[src/rtl/countdown_ctrl_pkg.sv]
// Shared types and sizing helpers for the countdown digit source.
package countdown_pkg;

  typedef enum logic [1:0] {IDLE, RUN, PAUSED, DONE} cd_state_t;

  localparam int PRESCALE_DEF = 50_000_000;
  localparam int PRESC_W_DEF  = $clog2(PRESCALE_DEF);

  // Prescaler width for a given period; never narrower than one bit.
  function automatic int presc_width(input int prescale);
    return (prescale <= 2) ? 1 : $clog2(prescale);
  endfunction

endpackage

[src/rtl/countdown_ctrl_if.sv]
// Control/display bundle between the button/load source and the countdown block.
interface countdown_ctrl_if #(
  parameter int NUM_DIGITS = 2
);
  logic                    start_btn;
  logic                    stop_btn;
  logic                    load_i;
  logic [4*NUM_DIGITS-1:0] load_val;
  logic                    mode_up;
  logic [4*NUM_DIGITS-1:0] digits_o;
  logic                    running_o;
  logic                    done_o;

  modport master (
    output start_btn, stop_btn, load_i, load_val, mode_up,
    input  digits_o, running_o, done_o
  );

  modport slave (
    input  start_btn, stop_btn, load_i, load_val, mode_up,
    output digits_o, running_o, done_o
  );
endinterface

[src/rtl/countdown_ctrl_btn_sync_edge.sv]
// Two-flop synchroniser for an asynchronous button plus a rising-edge pulse.
module btn_sync_edge (
  input  logic clk,
  input  logic rst_n,
  input  logic btn_i,
  output logic pulse_o
);
  logic [1:0] sync_q, sync_d;
  logic       prev_q, prev_d;

  always_comb begin
    sync_d = {sync_q[0], btn_i};
    prev_d = sync_q[1];
  end

  always_ff @(posedge clk or negedge rst_n) begin
    if (!rst_n) begin
      sync_q <= '0;
      prev_q <= 1'b0;
    end else begin
      sync_q <= sync_d;
      prev_q <= prev_d;
    end
  end

  // A held button only produces the pulse on its first synchronised cycle.
  assign pulse_o = sync_q[1] & ~prev_q;
endmodule

[src/rtl/countdown_ctrl.sv]
// N-digit hex up/down counter stepping once per prescaled tick, with
// start/stop button control and a done pulse at the terminal value.
module countdown_ctrl
  import countdown_pkg::*;
#(
  parameter int NUM_DIGITS = 2,
  parameter int PRESCALE   = PRESCALE_DEF
) (
  input  logic             clk,
  input  logic             rst_n,
  countdown_ctrl_if.slave  bus
);
  localparam int W  = 4 * NUM_DIGITS;
  localparam int PW = presc_width(PRESCALE);

  cd_state_t     state_q, state_d;
  logic [W-1:0]  count_q, count_d;
  logic          dir_q, dir_d;
  logic [PW-1:0] presc_q, presc_d;
  logic          done_q, done_d;

  logic [1:0]    btn_raw, btn_pulse;
  logic          start_p, stop_p;
  logic          tick;
  logic [W-1:0]  step_val;
  logic          load_acc, latch_dir, step_acc;

  function automatic logic is_term(input logic [W-1:0] v, input logic up);
    return up ? (&v) : ~(|v);
  endfunction

  assign btn_raw = {bus.stop_btn, bus.start_btn};

  btn_sync_edge u_btn [1:0] (
    .clk     (clk),
    .rst_n   (rst_n),
    .btn_i   (btn_raw),
    .pulse_o (btn_pulse)
  );

  assign start_p  = btn_pulse[0];
  assign stop_p   = btn_pulse[1];
  assign tick     = (presc_q == PW'(PRESCALE - 1));
  assign step_val = dir_q ? (count_q + W'(1)) : (count_q - W'(1));

  always_ff @(posedge clk or negedge rst_n) begin
    if (!rst_n) begin
      state_q <= IDLE;
      count_q <= '0;
      dir_q   <= 1'b0;
      presc_q <= '0;
      done_q  <= 1'b0;
    end else begin
      state_q <= state_d;
      count_q <= count_d;
      dir_q   <= dir_d;
      presc_q <= presc_d;
      done_q  <= done_d;
    end
  end

  // Next state plus the datapath strobes it implies. Load beats buttons,
  // and stop beats start when both pulse together.
  always_comb begin
    state_d   = state_q;
    load_acc  = 1'b0;
    latch_dir = 1'b0;
    step_acc  = 1'b0;
    done_d    = 1'b0;
    if (bus.load_i && state_q != RUN) begin
      load_acc = 1'b1;
      state_d  = IDLE;
    end else begin
      unique case (state_q)
        IDLE: begin
          if (start_p && !stop_p) begin
            latch_dir = 1'b1;
            if (is_term(count_q, bus.mode_up)) begin
              state_d = DONE;
              done_d  = 1'b1;
            end else begin
              state_d = RUN;
            end
          end
        end
        RUN: begin
          if (stop_p) begin
            state_d = PAUSED;
          end else if (tick) begin
            step_acc = 1'b1;
            if (is_term(step_val, dir_q)) begin
              state_d = DONE;
              done_d  = 1'b1;
            end
          end
        end
        PAUSED: begin
          if (stop_p)       state_d = IDLE;
          else if (start_p) state_d = RUN;
        end
        DONE: state_d = DONE;
      endcase
    end
  end

  // Prescaler only advances while staying in RUN, so every (re)entry to RUN
  // starts a full period.
  always_comb begin
    count_d = count_q;
    dir_d   = dir_q;
    presc_d = '0;
    if (load_acc)  count_d = bus.load_val;
    if (latch_dir) dir_d   = bus.mode_up;
    if (step_acc)  count_d = step_val;
    if (state_q == RUN && state_d == RUN && !tick) presc_d = presc_q + PW'(1);
  end

  always_comb begin
    bus.digits_o  = count_q;
    bus.running_o = (state_q == RUN);
    bus.done_o    = done_q;
  end
endmodule

[src/flat_wrapper.sv]
// flat-port wrapper written by rule: the top's interface ports become plain ports
module countdown_ctrl_flat import countdown_pkg::*;
#(
  parameter int NUM_DIGITS = 2,
  parameter int PRESCALE   = PRESCALE_DEF
)
  (clk, rst_n, bus_start_btn, bus_stop_btn, bus_load_i, bus_load_val, bus_mode_up, bus_digits_o, bus_running_o, bus_done_o);
  countdown_ctrl_if #(.NUM_DIGITS(NUM_DIGITS)) bus_i ();
  input  logic clk;
  input  logic rst_n;
  input wire logic [$bits(bus_i.start_btn)-1:0] bus_start_btn;
  input wire logic [$bits(bus_i.stop_btn)-1:0] bus_stop_btn;
  input wire logic [$bits(bus_i.load_i)-1:0] bus_load_i;
  input wire logic [$bits(bus_i.load_val)-1:0] bus_load_val;
  input wire logic [$bits(bus_i.mode_up)-1:0] bus_mode_up;
  output wire logic [$bits(bus_i.digits_o)-1:0] bus_digits_o;
  output wire logic [$bits(bus_i.running_o)-1:0] bus_running_o;
  output wire logic [$bits(bus_i.done_o)-1:0] bus_done_o;
  assign bus_i.start_btn = bus_start_btn;
  assign bus_i.stop_btn = bus_stop_btn;
  assign bus_i.load_i = bus_load_i;
  assign bus_i.load_val = bus_load_val;
  assign bus_i.mode_up = bus_mode_up;
  assign bus_digits_o = bus_i.digits_o;
  assign bus_running_o = bus_i.running_o;
  assign bus_done_o = bus_i.done_o;
  countdown_ctrl #(.NUM_DIGITS(NUM_DIGITS), .PRESCALE(PRESCALE)) u_core (.clk(clk), .rst_n(rst_n), .bus(bus_i));
endmodule
[config.mk]
export PLATFORM = sky130hd
export DESIGN_NAME = countdown_ctrl_flat
export DESIGN_NICKNAME = d
export VERILOG_FILES = /design/src/rtl/countdown_ctrl_pkg.sv /design/src/rtl/countdown_ctrl_if.sv /design/src/rtl/countdown_ctrl_btn_sync_edge.sv /design/src/rtl/countdown_ctrl.sv /design/src/flat_wrapper.sv
export SDC_FILE = /design/constraint.sdc
export NUM_CORES = 1
export LEC_CHECK = 0
export ABC_AREA = 0
export CAP_MARGIN = 20
export CORE_UTILIZATION = 52
export CTS_CLUSTER_DIAMETER = 150
export DETAILED_ROUTE_END_ITERATION = 10
export PLACE_DENSITY = 0.78
export REMOVE_ABC_BUFFERS = 1
export SLEW_MARGIN = 25
export SYNTH_ARGS = -nofsm -noshare
export SYNTH_HDL_FRONTEND = slang
export SYNTH_HIERARCHICAL = 1
export SYNTH_SLANG_ARGS = --single-unit
[constraint.sdc]
create_clock -name clk -period 2.51 [get_ports clk]
set_input_delay 0.3765 -clock clk [delete_from_list [all_inputs] [get_ports clk]]
set_output_delay 0.3765 -clock clk [all_outputs]
set_load 0.01 [all_outputs]
==> impl_metrics.ini, run 1 <==
[outcome]
outcome = complete, no violations

[timing]
fin_tns_setup_ps = 0
finalSetupViolations = 0
fmax_mhz = 419
actual_slew_at_the_worst_max_slew_pin_ps = 699
grt_setup_unrepaired = false
fin_crit_ps = 2390
post-route-period-util_pct = 95.2
finalClockSkew_ps = 11.5
finalHoldViolCount = 0
slew_violations = 0
max-slew-margin-rel_pct = 52.7

[finish]
multi_input_area_um2 = 1410
final_area_um2 = 3030
post_route_cells_drive_above_1_share_pct = 11.0
nets = 323
syn2layout_area_growth_pct = 19.3
area.sequential_um2 = 1100
n_antenna_cell = 0
filler_cell_count = 395
layout.cells.non_filler = 367

[yosys]
asr_flop_ratio_synth_pct = 100
ys_types = 46
syn_area_um2 = 2540
synth_top_area_share_pct = 43.4
avgSynthCellArea_um2 = 9.50
synth_enable_flop_cells = 0
portion_of_the_post_synthesis_area_used_by_sequential_elements_pct = 43.4
synth_cells = 267
postSynth.topFlopCell = dfrtp_1
synth-seq-cells = 44
synthesis.yosys.warnings = 6
post_synth_main_area_contributors = dfrtp_1, nor2_1, xor2_1, xnor2_1, ha_1
synth_largest_area_cell = dfrtp_1

[floorplan]
die_x_um = 71.9
number_of_placement_rows = 25
initial_utilization_pct = 53.7
die-area_um2 = 5160
num_io_pins = 24
core_region_area_um2 = 4720
dieHeight_um = 71.9

[pwr]
switching_share_pct = 35.9
switchingPower_w = 0.000839
p_leak_nw = 1.25
power_frac_clock_pct = 23.4
power.combinational.fraction_pct = 42.0
seq_power_share_pct = 34.6
power.ir.vdd_worst_mv = 0.397
p_int_w = 0.00149
power.density_cell_area_nw_per_um2 = 771
fin_total_pwr_w = 0.00233

[route]
number_of_vias_per_cell_after_detailed_routing = 5.54
routed-via-count = 2033
firstDrtPassIters = 4
route.detailed.wl_per_inst_um = 14.7
drt-initial-drc-count = 95
routed_wirelength_mm = 5.40
route.detailed.drc = 0
route.antenna.remaining_nets = 0

[placed_design]
placer_congestion_estimate = 0.871
total_cell_area_at_the_placement_stage_um2 = 2880
place_hpwl_mm = 3.91
port_buffers = 23
post-place-cells = 359

[clocking]
worst_skew_pair.late_latency_ps = 290
cts_setup_buffers = 0
postCtsResizedCells = 0
clock-root-buffer = clkbuf_8
cts_tree = built
cts_clock_pin_slew_for_the_worst_setup_and_hold_paths_ps = 90
cts_hold_buf = 0
clock_tree.buffer_depth = 2
cts-buffers-inserted = 5
h_tree_levels = 2
cts.sinks = 44

[worst_setup_path]
cp_data_required_time_ps = 2720
crit_path_end_kind = flip-flop
slowest_delay_ps = 460
crit_buf_inv = 0
cp-start-kind = flip-flop
slowest_stage = dfrtp_1
worst_path_cell_trace = ha_1 > a211oi_4 > o21ai_1 > xnor2_2 > nor4b_4 > o21ai_2 > a211oi_2
cp_top_family = compound AO/OA/AOI/OAI gates
largest_fanout_of_any_net_on_the_critical_path = 8
setup.worst_path.class = reg2reg
cp_data_arrival_time_ps = 2600

[global_route]
antenna_found_initial = 0
grt_first_pass_wirelength_mm = 9.06
grt_max_degree = 45
grt_usage_pct = 22.5
grt_overflow_total = 0
vias_in_the_first_global_route = 2040

[flow_run]
cap_violations = 0

[worst_hold_path]
min_delay_worst_type = in2async
## state kept, by name (all words and copies together) (netlist names)
register,flops
u_core/bus.done_o,1
u_core/u_btn/sync_q,4
u_core/dir_q,1
u_core/presc_q,26
u_core/bus.digits_o,8
u_core/state_q,2
u_core/u_btn/prev_q,2
## worst reg2reg max path, stage by stage, from the launching register on
cell and delay [ps]:
dfrtp_1 460, ha_1 400, a211oi_4 410, o21ai_1 170, xnor2_2 190, nor4b_4 350, o21ai_2 110, a211oi_2 220
## worst paths after layout
check	cells past startpoint	start	endpoint	slack (ps)
worst max-delay path	7	u_core/bus.digits_o[1]	u_core/bus.done_o	120
max in group asynchronous	1	rst_n	u_core/presc_q[5]	2050
worst min register to register	0	u_core/u_btn[1]/sync_q[0]	u_core/u_btn[1]/sync_q[1]	360
worst min-delay path	1	rst_n	u_core/bus.digits_o[2]	70
min in group clk	0	u_core/u_btn[1]/sync_q[0]	u_core/u_btn[1]/sync_q[1]	360
worst max register to register	7	u_core/bus.digits_o[1]	u_core/bus.done_o	120
## metrics by stage
stage / utilization, % / hold slack [ps] / setup slack [ps]
4_1_cts: 63.4 / 263 / 73.9
2_1_floorplan: - / 80.9 / 131
3_3_place_gp: 60.9 / 333 / 171
5_1_grt: 64.1 / 112 / 1.70
3_5_place_dp: 60.9 / 341 / 119
6_report: 64.1 / 71.8 / 121
## metal layers
layer	global-route usage, %	vias to the layer above	share of wire, %
met1	28.3	974	46
met2	37.9	41	48
li1	-	1003	-
met5	0	-	0
met3	3.94	15	2.5
met4	10.2	0	3.2
## placed cells by master (no fill, tap or decap), types with 5 or more instances in the layout
cell             instances
o211ai_1                10
ha_1                     9
nand4_1                  6
nor2_1                  35
xor2_1                  14
o21ai_0                  5
xnor2_1                 12
a21oi_1                  8
buf_4                    9
nand2_1                 30
clkbuf_8                 5
dfrtp_1                 44
and3_1                   5
a22oi_1                  5
nand3_1                 13
clkdlybuf4s50_1         22
nor3_1                   6
inv_1                    6
## Yosys cell counts (3+ instances only)
| library cell | count |
|---|---|
| a21oi_1 | 8 |
| a22oi_1 | 5 |
| and2_1 | 4 |
| and3_1 | 5 |
| buf_2 | 5 |
| dfrtp_1 | 44 |
| ha_1 | 9 |
| inv_1 | 7 |
| nand2_1 | 30 |
| nand2b_1 | 3 |
| nand3_1 | 13 |
| nand3b_1 | 3 |
| nand4_1 | 6 |
| nor2_1 | 35 |
| nor2b_1 | 4 |
| nor3_1 | 7 |
| nor4_1 | 4 |
| o211ai_1 | 10 |
| o21ai_0 | 5 |
| or3_1 | 3 |
| xnor2_1 | 13 |
| xor2_1 | 14 |
## final cells by class
cell class	count	share of cell area (%)
clock buffer	5	2.27
clock inverter	3	1.57
inverter	7	0.868
multi-input combinational	210	46.6
sequential	44	36.4
tap	67	2.77
timing repair buffer	31	9.51
## logic make-up after synthesis
logic type	after synthesis	synth area share (%)
and+or+nand+nor	132	28.2
DFF	44	43.4
AOI/OAI and AO/OA	41	11.7
xor gates and xnor gates	27	9.32
buffers and inverters	13	2.17
adders and majority gates	10	5.23
## power by group through the flow
stage	clock (W)	combinational, W	sequential (W)
final	0.000545	0.000980	0.000808
after global routing	0.000590	0.00107	0.000815
after CTS	0.000567	0.000910	0.000806
after detailed placement	0	0.000906	0.000820
after global placement	0	0.000890	0.000818
after floorplan	0	0.000591	0.000839
(Power assumes the default switching activity.)
==> run 2, diff against run 1 <==
- ABC_CLOCK_PERIOD_IN_PS: not set -> 2510
==> results of run 2 <==
Final layout, timing and power as in run 1 (identical DEF).
